<file path="src/rtl/pipeline_pkg.sv">
// Shared pipeline constants: forward-select codes, MDU scoreboard states, register index width.
// Pure declarations; no logic, no latency, no flow control.
package pipeline_pkg;

   localparam int REG_AW = 5;

   localparam logic [1:0] FWD_NONE = 2'b00;
   localparam logic [1:0] FWD_MEM  = 2'b01;
   localparam logic [1:0] FWD_WB   = 2'b10;
   localparam logic [1:0] FWD_MDU  = 2'b11;

   typedef enum logic [1:0] {
      MDU_IDLE = 2'd0,
      MDU_BUSY = 2'd1,
      MDU_DONE = 2'd2
   } mdu_state_t;

endpackage

</file>
<file path="src/rtl/fwd_port_sel.sv">
// Per-port EX operand bypass select, priority MEM > WB > MDU > regfile.
// Purely combinational, zero latency; never stalls.
module fwd_port_sel
   import pipeline_pkg::*;
(
   input  logic [REG_AW-1:0] rs,
   input  logic [REG_AW-1:0] rd_mem,
   input  logic              reg_write_mem,
   input  logic [REG_AW-1:0] rd_wb,
   input  logic              reg_write_wb,
   input  logic              mdu_wb_valid,
   input  logic [REG_AW-1:0] mdu_wb_rd,
   output logic [1:0]        sel
);

   always_comb begin
      sel = FWD_NONE;
      if (reg_write_mem && rd_mem != '0 && rd_mem == rs)
         sel = FWD_MEM;
      else if (reg_write_wb && rd_wb != '0 && rd_wb == rs)
         sel = FWD_WB;
      else if (mdu_wb_valid && mdu_wb_rd != '0 && mdu_wb_rd == rs)
         sel = FWD_MDU;
   end

endmodule

</file>
<file path="src/rtl/hazard_forward_unit.sv">
// Hazard/forwarding control: combinational bypass selects and stalls, plus a scoreboard for one MDU op.
// MDU result written back MDU_LAT cycles after launch; stall holds IF/ID and bubbles ID/EX.
module hazard_forward_unit
   import pipeline_pkg::*;
#(
   parameter int NREAD   = 2,
   parameter int MDU_LAT = 4
) (
   input  logic                    clk,
   input  logic                    rstn,
   input  logic [REG_AW*NREAD-1:0] rs_ID,
   input  logic [NREAD-1:0]        rs_used_ID,
   input  logic                    is_mdu_ID,
   input  logic [REG_AW*NREAD-1:0] rs_EX,
   input  logic [REG_AW-1:0]       rd_EX,
   input  logic [REG_AW-1:0]       rd_MEM,
   input  logic [REG_AW-1:0]       rd_WB,
   input  logic                    reg_write_EX,
   input  logic                    reg_write_MEM,
   input  logic                    reg_write_WB,
   input  logic                    mem_read_EX,
   input  logic                    is_mdu_EX,
   input  logic                    kill_EX,
   output logic [2*NREAD-1:0]      forward_sel,
   output logic                    stall_IF,
   output logic                    stall_ID,
   output logic                    bubble_EX,
   output logic                    mdu_busy,
   output logic                    mdu_wb_valid,
   output logic [REG_AW-1:0]       mdu_wb_rd
);

   localparam int              CW       = $clog2(MDU_LAT) + 1;
   localparam logic [CW-1:0]   CNT_LOAD = CW'(MDU_LAT - 1);

   mdu_state_t        state, state_nxt;
   logic [CW-1:0]     cnt, cnt_nxt;
   logic [REG_AW-1:0] pend_rd, pend_rd_nxt;
   logic              load_cand, load_use, mdu_dep, stall, launch;

   for (genvar i = 0; i < NREAD; i++) begin : g_port
      fwd_port_sel u_sel (
         .rs            (rs_EX[REG_AW*i +: REG_AW]),
         .rd_mem        (rd_MEM),
         .reg_write_mem (reg_write_MEM),
         .rd_wb         (rd_WB),
         .reg_write_wb  (reg_write_WB),
         .mdu_wb_valid  (mdu_wb_valid),
         .mdu_wb_rd     (mdu_wb_rd),
         .sel           (forward_sel[2*i +: 2])
      );
   end

   assign load_cand = mem_read_EX && reg_write_EX && rd_EX != '0;

   // In DONE the result is bypassed, so only BUSY blocks readers of pend_rd.
   always_comb begin
      load_use = 1'b0;
      mdu_dep  = 1'b0;
      for (int i = 0; i < NREAD; i++) begin
         if (load_cand && rs_used_ID[i] && rs_ID[REG_AW*i +: REG_AW] == rd_EX)
            load_use = 1'b1;
         if (state == MDU_BUSY && pend_rd != '0 && rs_used_ID[i] &&
             rs_ID[REG_AW*i +: REG_AW] == pend_rd)
            mdu_dep = 1'b1;
      end
   end

   assign stall     = load_use || mdu_dep || (is_mdu_ID && state == MDU_BUSY);
   assign stall_IF  = stall;
   assign stall_ID  = stall;
   assign bubble_EX = stall;
   assign launch    = is_mdu_EX && !kill_EX && !bubble_EX;

   always_comb begin
      state_nxt   = state;
      cnt_nxt     = cnt;
      pend_rd_nxt = pend_rd;
      case (state)
         MDU_IDLE, MDU_DONE: begin
            state_nxt = MDU_IDLE;
            if (launch) begin
               state_nxt   = MDU_BUSY;
               cnt_nxt     = CNT_LOAD;
               pend_rd_nxt = rd_EX;
            end
         end
         MDU_BUSY: begin
            cnt_nxt = cnt - CW'(1);
            if (cnt == CW'(1))
               state_nxt = MDU_DONE;
         end
         default: state_nxt = MDU_IDLE;
      endcase
   end

   always_ff @(posedge clk or negedge rstn) begin
      if (!rstn) begin
         state   <= MDU_IDLE;
         cnt     <= '0;
         pend_rd <= '0;
      end else begin
         state   <= state_nxt;
         cnt     <= cnt_nxt;
         pend_rd <= pend_rd_nxt;
      end
   end

   assign mdu_busy     = (state != MDU_IDLE);
   assign mdu_wb_valid = (state == MDU_DONE);
   assign mdu_wb_rd    = mdu_wb_valid ? pend_rd : '0;

endmodule

</file>
<file path="config.mk">
export PLATFORM = sky130hd
export DESIGN_NAME = hazard_forward_unit
export DESIGN_NICKNAME = d
export VERILOG_FILES = /design/src/rtl/pipeline_pkg.sv /design/src/rtl/fwd_port_sel.sv /design/src/rtl/hazard_forward_unit.sv
export SDC_FILE = /design/constraint.sdc
export NUM_CORES = 1
export LEC_CHECK = 0
export ABC_AREA = 1
export CORE_MARGIN = 4
export CORE_UTILIZATION = 39
export DETAILED_ROUTE_END_ITERATION = 7
export GPL_TIMING_DRIVEN = 0
export PLACE_DENSITY_LB_ADDON = 0.05
export SLEW_MARGIN = 20
export SYNTH_ARGS = -nofsm -noshare
export SYNTH_HDL_FRONTEND = slang
export SYNTH_SLANG_ARGS = --single-unit
</file>
<file path="constraint.sdc">
create_clock -name clk -period 1.55 [get_ports clk]
set_clock_uncertainty 0.1 [all_clocks]
set_input_delay 0.2325 -clock clk [delete_from_list [all_inputs] [get_ports clk]]
set_output_delay 0.2325 -clock clk [all_outputs]
set_load 0.01 [all_outputs]
</file>
Yosys cells after proc, flatten, opt, wreduce, memory -nomap -nowiden:

Index checks and enable logic that the tools add are counted.

* latch bits: 0
* flip-flop bits (word level): 10
* output and inout port bits: 14
* memory bits (read-only): 0
* memories: 0
* RAM bits: 0
* input port bits: 46
* logic and storage cells: 73

* $add $sub $neg: 1
* reductions and logical operators: 38
* order comparisons: 0
* div/mod/pow operators: 0
* shift operators: 0
* mux-type cells: 16
* multipliers: 0
* eq/ne operators: 15
* bitwise operators: 0

Operator list (number)
* 5-bit == test: 10
* 5-bit nonzero test: 5
* 1-bit logical AND: 23
* 2-bit two-way mux: 7
* 3-bit one-hot mux with 2 select lines: 1
* 1-bit two-way mux: 5
* 5-bit two-way mux: 1
* 2-bit one-hot mux with 2 select lines: 1
* 2-bit AND reduction: 2
* 2-bit nonzero test: 2
* 3-bit by 1-bit == test with 1-bit output, second input constant: 1
* 3-bit two-way mux: 1
* 3-bit by 1-bit subtractor with 3-bit output, second input constant: 1
* 2-bit by 1-bit == test with 1-bit output, second input constant: 1
* 2-bit == test, second input constant: 1
* 1-bit logical NOT: 2
* 2-bit logical NOT: 1
* 1-bit logical OR: 2
* 2-bit by 1-bit != test with 1-bit output, second input constant: 1
* 2-bit != test, second input constant: 1
* 2-bit OR reduction: 1

Logic depth before layout (Yosys ltp):

Gate-level depths: netlist (run 1).

* word-level depth: 12
* mapped depth: 11
* gate-level depth less buffers: 11

By module:

From an unflattened synthesis (run 1), not the netlist that was laid out.

* cells, all modules: 332
* area, all modules: 1634.1 µm²

Modules (own cells, without submodules)
* hazard_forward_unit: times used 1, area each 938.4 µm², seq. area each 250.2 µm², cells an instance 158
* fwd_port_sel: times used 2, area each 347.8 µm², seq. area each 0.0 µm², cells an instance 87

Least setup slack after synthesis (run 1):

No wires, ideal clock.

* path type: register -> output
* start: reg state[0]
* end: out forward_sel[3]
* path buffers: 0
* required time: 1.217 ns
* stages on the path, launching flop included: 8
* data arrival time: 1.389 ns
* path slack: -0.172 ns
* cells stage by stage: dfrtp_1 > inv_1 > nand2_1 > nor2_2 > xor2_1 > nor3_1 > nand3_1 > a21oi_1

* cells in the longest elaborated chain, start to end: 8
* elaborated cells between the ends (all ways): 9
* those cells by class: eq/ne (2); mux (4); reduce/logical (3)

RTL lines
* from (decl): RTL line hazard_forward_unit.sv:36 `mdu_state_t state, state_nxt;`
* from (signal assigned): RTL line hazard_forward_unit.sv:103 `state <= state_nxt;`
* 2-bit == test (*): RTL line hazard_forward_unit.sv:110 `assign mdu_wb_valid = (state == MDU_DONE);`
* 5-bit two-way mux (*): RTL line hazard_forward_unit.sv:111 `assign mdu_wb_rd = mdu_wb_valid ? pend_rd : '0;`
* named net mdu_wb_rd[3]: RTL line hazard_forward_unit.sv:30 `output logic [REG_AW-1:0] mdu_wb_rd`
* 5-bit nonzero test: RTL line fwd_port_sel.sv:22 `else if (mdu_wb_valid && mdu_wb_rd != '0 && mdu_wb_rd == rs)`
* 1-bit logical AND: RTL line fwd_port_sel.sv:22
* 1-bit logical AND (*): RTL line fwd_port_sel.sv:22
* 2-bit two-way mux (*): RTL line fwd_port_sel.sv:22
* 2-bit two-way mux (*): RTL line fwd_port_sel.sv:20 `else if (reg_write_wb && rd_wb != '0 && rd_wb == rs)`
* 2-bit two-way mux (*): RTL line fwd_port_sel.sv:18 `if (reg_write_mem && rd_mem != '0 && rd_mem == rs)`
* to (decl): RTL line hazard_forward_unit.sv:24 `output logic [2*NREAD-1:0] forward_sel,`

Mark *: on every way through the listed nets, which the timed path passes. The rest lies on a longest branch.

Final worst setup path (run 1):

* start: reg state[1]
* end: out forward_sel[0]

* cells in the longest elaborated chain, start to end: 8
* elaborated cells between the ends (all ways): 9
* those cells by class: eq/ne (2); mux (4); reduce/logical (3)

RTL lines (RTL line)
* 2-bit == test (*): hazard_forward_unit.sv:110
* 5-bit two-way mux: hazard_forward_unit.sv:111
* 5-bit nonzero test: fwd_port_sel.sv:22
* 1-bit logical AND: fwd_port_sel.sv:22
* 1-bit logical AND (*): fwd_port_sel.sv:22
* 2-bit two-way mux (*): fwd_port_sel.sv:22
* 2-bit two-way mux (*): fwd_port_sel.sv:20
* 2-bit two-way mux (*): fwd_port_sel.sv:18

Mark *: on every way between the ends. The rest lies on a longest branch, timed or not.

==> flow_metrics.tcl, run 1 <==
set metrics [dict create \
    cts_made_buffers 3 \
    die_area_um2 4660 \
    htreeDepth 1 \
    r2r_cells 10 \
    worstReg2RegStart "pend_rd[3]$_DFFE_PN0P_" \
    hold_viol_final 0 \
    clock_sinks 10 \
    cp.required_ns 1.22 \
    io_buffers 59 \
    place_congestion 0.886 \
    total_power_mw 2.30 \
    syn-num-nets 281 \
    synth_cell_types 27 \
    slew_headroom 0.711 \
    worst_slew_pin_slew_ns 0.432 \
    worstSkewPairLatency_ns 0.26 \
    syn_inst 233 \
    avgSynthCellArea_um2 6.07 \
    cts-root-buf "clkbuf_4" \
    ys_seq_area_frac 0.177 \
    rows 21 \
    area_delta_synth_final_pct 68.5 \
    ios 60 \
    vdd_drop_max_uv 872 \
    cpLargestDelayFamily "simple AND/OR/NAND/NOR gates" \
    leakagePower_nw 1.29 \
    antenna_found_initial 0 \
    layout_setup_ws_ns -0.614 \
    grt_pass1_wl_um 6680 \
    clkTransAtPathRegs_ns 0.06 \
    yosysWarningCount 0 \
    max_freq_ghz 0.462 \
    netlist_area_um2 1420 \
    cap_violations 0 \
    vias 1640 \
    cp.arrival_ns 1.83 \
    crit_chain "inv_2, nor2_4, buf_6, nand2_4, buf_4, xor2_1, nand4_1, nand2b_4, nand2_4, buf_6" \
    start_util 0.414 \
    worstReg2RegEnd "cnt[1]$_DFFE_PN0P_" \
    crit_type "flop to primary output" \
    whs_ns 0.182 \
    failed_checks "setup timing" \
    path_buf_inv 4 \
    slowest_delay_ns 0.37 \
    report.final.slew_viol_count 0 \
    p_per_area_nw_per_um2 966 \
    layout-drive-gt1-share 0.304 \
    fin_nets 363 \
    cts_tree "yes" \
    first_pass_iters 4 \
    postCtsHoldBufs 0 \
    gr-usage-all-layers 0.186 \
    drt_iter0_markers 67 \
    setup_viol 18 \
    utilization 0.698 \
    wl_per_cell_um 11.9 \
    grt_max_degree 11 \
    rsz0062_at_grt "yes" \
    die_x_um 68.2 \
    final_antenna_net_count 0 \
    cp-end-kind "primary output" \
    fin_tns_setup_ns -4.83 \
    slowest_stage "dfrtp_1" \
    grt-ovfl-total 0 \
    crit_path_start_kind "flop" \
    grt_pass1_vias 1530 \
    synth_seq_cells 10 \
    drc 0 \
    diodes 0 \
    timing.final.crit_share 1.40 \
    status "finished, violations left" \
    clockBufferDepth 2 \
    dp_hpwl_um 3230 \
    path_max_fanout 5 \
    die_h_um 68.2 \
    rrSetupSlack_ns -0.18 \
    min_path_type "input port to async pin" \
    wl_um 4280 \
    fp.coreArea_um2 3420 \
    via_per_inst 4.57 \
    finalCriticalPeriod_ns 2.16 \
]
## cell usage after synthesis (all sizes together)
master	instances	share of area
inv	38	0.10
buf	3	0.021
nand2b	1	0.0044
o21ai	12	0.056
ha	2	0.018
dfrtp	10	0.18
nor2	28	0.083
or2	1	0.0044
a21oi	2	0.0071
nand2	81	0.22
nor3	5	0.021
nand4	6	0.037
nand3	10	0.042
a21o	1	0.0053
xnor2	14	0.087
xor2	17	0.11
nor4	2	0.0088
## through the flow
step,std cells,setup WS [ns],area [µm²]
after CTS,351,-0.600,2260
after global routing,359,-0.721,2380
final,359,-0.614,2380
after global placement,338,-1.02,2100
after floorplan,233,-0.106,1450
after detailed placement,338,-1.01,2100
## worst register-to-register path, delay by kind of cell, from the launching register on
family	cells	cell delay, ns
flip-flops	1	0.46
buffers and inverters	3	0.34
AND/OR/NAND/NOR	7	0.74
## cells by family after synthesis
family | count (synthesis) | share of synthesized area
XOR/XNOR | 31 | 0.192
buffers and inverters | 41 | 0.122
adder cells (fa/ha/maj) | 2 | 0.0177
AND/OR/NAND/NOR | 134 | 0.424
flip-flops | 10 | 0.177
AO/OA/AOI/OAI | 15 | 0.0681
## sequential cells by signal, summed over array words and instances (netlist names)
register	cells
cnt	3
state	2
pend_rd	5
## worst max-delay path by stage
stage	cells after the start	slack, ns	startpoint	endpoint
after floorplan	8	-0.11	state[1]$_DFFE_PN0P_	forward_sel[3]
after global placement	7	-1.02	rs_EX[0]	forward_sel[0]
after detailed placement	7	-1.01	rs_EX[0]	forward_sel[0]
after CTS	8	-0.60	state[0]$_DFFE_PN0P_	forward_sel[3]
after global routing	9	-0.72	state[1]$_DFFE_PN0P_	forward_sel[3]
final	10	-0.61	state[1]$_DFFE_PN0P_	forward_sel[0]
## layer usage
layer	vias to the layer above	GRT usage	routed length (µm)
met3	2	0.0181	241
met5	-	0	0
met2	42	0.344	2210
li1	874	-	-
met1	722	0.230	1830
met4	0	0.0372	6
## area by class of cell
class | count | area, µm²
Sequential cell | 10 | 256
Inverter | 38 | 148
Timing Repair Buffer | 77 | 742
Clock buffer | 3 | 22.5
Fill cell | 297 | 1030
Buffer | 3 | 37.5
Multi-Input combinational cell | 182 | 1120
Tap cell | 46 | 57.6
## placed cells by master (no fill, tap or decap), types with 6 or more instances in the layout
master and count:
o21ai_2 6, nand2_2 9, nor2_1 25, dlygate4sd2_1 10
clkdlybuf4s50_1 32, buf_6 15, inv_1 23, nand2_1 67
inv_2 14, nand3_1 7, xor2_1 17, buf_4 11
xnor2_1 12
## power breakdown
part           switching [mW]  leakage, nW  total, mW  internal, mW
Sequential              0.185        0.118      0.581         0.396
Clock                  0.0779       0.0138      0.167        0.0891
Combinational           0.780         1.16       1.56         0.775
## what timing repair did
action                                  in CTS  in global routing
setup buffers                               10                  8
resized for setup                           92                 28
pin swaps                                   12                 17
endpoints found under the setup margin      23                 22
gates cloned                                 1                  0
Note: power is estimated with default switching activity, not from simulation.
==> run 2, diff against run 1 <==
--- a/config.mk
+++ b/config.mk
@@ -9,9 +9,8 @@
 export CORE_MARGIN = 4
 export CORE_UTILIZATION = 39
 export DETAILED_ROUTE_END_ITERATION = 7
-export GPL_TIMING_DRIVEN = 0
+export GPL_TIMING_DRIVEN = 1
 export PLACE_DENSITY_LB_ADDON = 0.05
-export SLEW_MARGIN = 20
 export SYNTH_ARGS = -nofsm -noshare
 export SYNTH_HDL_FRONTEND = slang
 export SYNTH_SLANG_ARGS = --single-unit
==> run 2 against run 1 <==
- cell area rose by 8.4%
- combinational power rose by 7%
- power rose by 5.9%
- sequential power fell by 7.6%
- the flow still finishes with violations (setup timing)
- first-iteration DRC count fell by 28%
- sequential cell count did not move
- register-to-register slack got worse by 0.02 ns
- final cell count rose by 9.5%
- setup slack got worse by 0.0020 ns
==> flow_metrics.tcl, run 2 (synthesis gave the netlist of run 1 again) <==
set metrics [dict create \
    multiInputGateArea_um2 1110 \
    ios 60 \
    setup_viol 20 \
    crit_path_start_kind "flop" \
    clkTransAtPathRegs_ns 0.07 \
    die_h_um 68.2 \
    r2r_cells 11 \
    fin_nets 396 \
    slowest_delay_ns 0.40 \
    cp.required_ns 1.22 \
    grt_pass1_vias 1619 \
    rows 21 \
    cp.arrival_ns 1.83 \
    worstReg2RegStart "pend_rd[2]$_DFFE_PN0P_" \
    antenna_found_initial 0 \
    p_per_area_nw_per_um2 943 \
    layout_commonest_cell "nand2_1" \
    htreeDepth 1 \
    path_max_fanout 5 \
    place_ws_ns -0.949 \
    grt-ovfl-total 0 \
    drt_iter0_markers 48 \
    grt_pass1_wl_um 6960 \
    finalCriticalPeriod_ns 2.17 \
    crit_chain "inv_2, nor2_4, nand2_2, buf_4, nor2_1, nor3_2, nand4_1, buf_4, nand2b_4, nand2_4, buf_6" \
    layout_setup_ws_ns -0.616 \
    area_delta_synth_final_pct 82.8 \
    place_congestion 0.857 \
    status "finished, violations left" \
    clockBufferDepth 2 \
    min_path_type "input port to async pin" \
    rrSetupSlack_ns -0.20 \
    dp_hpwl_um 3590 \
    drc 0 \
    final-seq-area_um2 255 \
    final_cell_mix "nand2_1, buf_4, clkdlybuf4s50_1" \
    failed_checks "setup timing" \
    nFillCells 278 \
    critPathMostFrequentCell "buf_4" \
    top_regs "pend_rd (5), cnt (3), state (2)" \
    fin_tns_setup_ns -5.24 \
    cp-end-kind "primary output" \
    worstSkewPairLatency_ns 0.26 \
    placed_area_um2 2400 \
    start_util 0.414 \
    worstReg2RegEnd "cnt[0]$_DFFE_PN0P_" \
    io_buffers 59 \
    regMostFlops "pend_rd" \
    cap_violations 0 \
    largest_reg_flops 5 \
    timing.final.crit_share 1.40 \
    worst_slew_pin_slew_ns 0.422 \
    gr-usage-all-layers 0.192 \
    design_area_um2 2590 \
    final_antenna_net_count 0 \
    die_area_um2 4660 \
    wl_per_cell_um 10.9 \
    hold_viol_final 0 \
    clock_sinks 10 \
    diodes 0 \
    cts_made_buffers 3 \
    layout-drive-gt1-share 0.337 \
    grt_max_degree 11 \
    cts-root-buf "clkbuf_4" \
    postCtsHoldBufs 0 \
    fp.coreArea_um2 3420 \
    crit_type "flop to primary output" \
    first_pass_iters 4 \
    via_per_inst 4.49 \
    slew_headroom 0.718 \
    rsz0062_at_grt "yes" \
    max_freq_ghz 0.462 \
    cts_tree "yes" \
    leakagePower_nw 1.37 \
    slowest_stage "dfrtp_1" \
    report.final.slew_viol_count 0 \
    die_x_um 68.2 \
    wl_um 4300 \
    vdd_drop_max_uv 932 \
    vias 1766 \
]
-- run 2: final cells by class --
class / instances / area share
multi-input cells: 183 / 0.428
flip-flops and latches: 10 / 0.0987
inverters: 38 / 0.0552
repair buffers: 112 / 0.382
well taps: 46 / 0.0223
clock buffers: 4 / 0.0140
-- run 2: stage by stage --
stage | hold WS (ns) | std cells | power [mW] | util
floorplan | -0.163 | 233 | 1.29 | -
global placement | 0.395 | 379 | 1.99 | 0.703
detailed placement | 0.403 | 379 | 2.02 | 0.703
CTS | 0.179 | 392 | 2.41 | 0.750
global route | 0.183 | 393 | 2.66 | 0.757
finish | 0.172 | 393 | 2.44 | 0.757
-- run 2: layer usage --
metal | GRT usage | wire, µm | vias to the layer above
li1 | - | - | 942
met1 | 0.230 | 1870 | 780
met2 | 0.366 | 2180 | 40
met3 | 0.0197 | 225 | 4
met4 | 0.0372 | 21 | 0
met5 | 0 | 0 | -
-- run 2: power by group --
group	internal (mW)	switching, mW
sequential	0.393	0.144
combinational	0.883	0.791
clock	0.142	0.0851
-- run 2: what timing repair did --
item | in CTS | in global routing
setup endpoints to repair | 23 | 22
setup buffers | 8 | 1
pin swaps | 17 | 11
cloned | 1 | 0
resized for setup | 71 | 11
-- run 2: critical path, delay by kind of cell, from the launching register on --
kind,cells,cell delay (ns)
buf+inv,4,0.45
simple gates,7,0.70
flops,1,0.40
-- run 2: how the worst max path moves through the flow --
stage / from / to / slack [ns] / depth (start not counted)
floorplan: state[1]$_DFFE_PN0P_ / forward_sel[3] / -0.11 / 8
global placement: rs_EX[0] / forward_sel[0] / -0.92 / 7
detailed placement: rs_EX[0] / forward_sel[0] / -0.95 / 7
CTS: state[0]$_DFFE_PN0P_ / forward_sel[0] / -0.68 / 9
global route: state[1]$_DFFE_PN0P_ / forward_sel[0] / -0.78 / 10
finish: state[1]$_DFFE_PN0P_ / forward_sel[0] / -0.62 / 11
==> run 3, diff against run 2 <==
--- a/config.mk
+++ b/config.mk
@@ -6,6 +6,7 @@
 export NUM_CORES = 1
 export LEC_CHECK = 0
 export ABC_AREA = 1
+export CORE_ASPECT_RATIO = 1.25
 export CORE_MARGIN = 4
 export CORE_UTILIZATION = 39
 export DETAILED_ROUTE_END_ITERATION = 7
==> run 3 against run 2 <==
- the flow still finishes with violations (setup timing)
- final cell count decreased by 2.3%
- combinational power increased by 11%
- hold slack improved by 0.055 ns
- sequential power decreased by 2%
- clock-buffer cell count unchanged
- clock power increased by 39%
- critical path depth decreased by 1
- setup slack got worse by 0.015 ns
==> flow_metrics.tcl, run 3 (synthesis gave the netlist of run 1 again) <==
set metrics [dict create \
    first_pass_iters 4 \
    gr-usage-all-layers 0.188 \
    clkTransAtPathRegs_ns 0.05 \
    via_per_inst 4.54 \
    cts_made_buffers 3 \
    worstReg2RegEnd "pend_rd[3]$_DFFE_PN0P_" \
    final_antenna_net_count 0 \
    grt_pass1_wl_um 6710 \
    setup_viol 18 \
    total_power_mw 2.70 \
    rrSetupSlack_ns -0.35 \
    regMostFlops "pend_rd" \
    worstSetupEndpoint "forward_sel[3]" \
    min_path_type "input port to async pin" \
    grt_pass1_vias 1643 \
    die_x_um 61.9 \
    layout_commonest_cell "nand2_1" \
    worstReg2RegStart "pend_rd[2]$_DFFE_PN0P_" \
    dp_hpwl_um 3500 \
    antenna_found_initial 0 \
    drt_iter0_markers 32 \
    cap_violations 0 \
    hold_viol_final 0 \
    path_max_fanout 4 \
    r2r_cells 11 \
    area_delta_synth_final_pct 91.8 \
    cp.required_ns 1.22 \
    place_congestion 0.839 \
    diodes 0 \
    worstSkewPairLatency_ns 0.23 \
    ios 60 \
    vdd_drop_max_uv 1330 \
    layout-drive-gt1-share 0.377 \
    report.final.slew_viol_count 0 \
    die_h_um 75.3 \
    wl_per_cell_um 11.9 \
    placed_area_um2 2370 \
    final_cell_mix "nand2_1, buf_4, clkdlybuf4s50_1" \
    drc 0 \
    timing.critical_path.from "state[1]$_DFFE_PN0P_" \
    clockBufferDepth 2 \
    top_regs "pend_rd (5), cnt (3), state (2)" \
    finalCriticalPeriod_ns 2.18 \
    htreeDepth 1 \
    start_util 0.406 \
    die_area_um2 4660 \
    largest_reg_flops 5 \
    place_ws_ns -0.978 \
    worst_slew_pin_slew_ns 0.469 \
    rsz0062_at_grt "yes" \
    fin_nets 394 \
    crit_type "flop to primary output" \
    clock_sinks 10 \
    cts_tree "yes" \
    vias 1743 \
    grt-ovfl-total 0 \
    status "finished, violations left" \
    cp-end-kind "primary output" \
    postCtsHoldBufs 0 \
    io_buffers 59 \
    grt_max_degree 15 \
    cp.arrival_ns 1.85 \
    slew_headroom 0.686 \
    crit_path_start_kind "flop" \
    max_freq_ghz 0.458 \
    failed_checks "setup timing" \
    utilization 0.779 \
    cts-root-buf "clkbuf_8" \
    placed_cells 369 \
    layout_setup_ws_ns -0.631 \
    wl_um 4580 \
    p_per_area_nw_per_um2 994 \
    fp.coreArea_um2 3480 \
    layout.cells.non_filler 384 \
    leakagePower_nw 1.45 \
    design_area_um2 2710 \
    rows 24 \
    timing.final.crit_share 1.41 \
]
run 3: timing repair:
action	in CTS	in global routing
resized for setup	83	49
pin swaps	10	16
buffers inserted	6	4
cloned	0	1
endpoints found under the setup margin	23	23
run 3: per-stage QoR:
stage          hold WS (ns)  setup TNS, ns
2_1_floorplan        -0.163         -0.292
3_3_place_gp          0.399         -10.98
3_5_place_dp          0.403         -11.31
4_1_cts               0.237          -5.00
5_1_grt               0.251          -7.79
6_report              0.227          -6.00
run 3: routing by layer:
layer | routed length, µm | GRT usage | vias up
met5 | 0 | 0 | -
met4 | 44 | 0.0236 | 0
met3 | 251 | 0.0305 | 4
met2 | 2520 | 0.380 | 44
met1 | 1760 | 0.202 | 759
li1 | - | - | 936
run 3: where the power goes:
group          switching, mW  internal [mW]
Sequential             0.141          0.387
Clock                 0.0949          0.223
Combinational          0.885          0.967
run 3: area by class of cell:
class / instances / area [µm²]
fill: 261 / 769
tap: 39 / 48.8
sequential: 10 / 251
multi-input combinational: 182 / 1190
clock buffer: 4 / 55.1
inverter: 38 / 145
timing repair buffer: 111 / 1020
run 3: worst min-delay path by stage:
stage	cells after the start	endpoint	slack, ns
6_report	1	cnt[2]$_DFFE_PN0P_	0.23
5_1_grt	1	pend_rd[3]$_DFFE_PN0P_	0.25
4_1_cts	1	cnt[2]$_DFFE_PN0P_	0.24
3_5_place_dp	2	cnt[1]$_DFFE_PN0P_	0.40
3_3_place_gp	2	cnt[1]$_DFFE_PN0P_	0.40
2_1_floorplan	0	cnt[0]$_DFFE_PN0P_	-0.16
run 3: worst max-delay path, cell delays in order (launching register included):
cell     delay (ns)
dfrtp_1        0.36
inv_2          0.06
nor2_4         0.20
buf_6          0.13
nand2_4        0.06
xnor2_2        0.14
nor3_2         0.22
buf_4          0.15
nand3_2        0.06
a21oi_2        0.10
buf_2          0.13
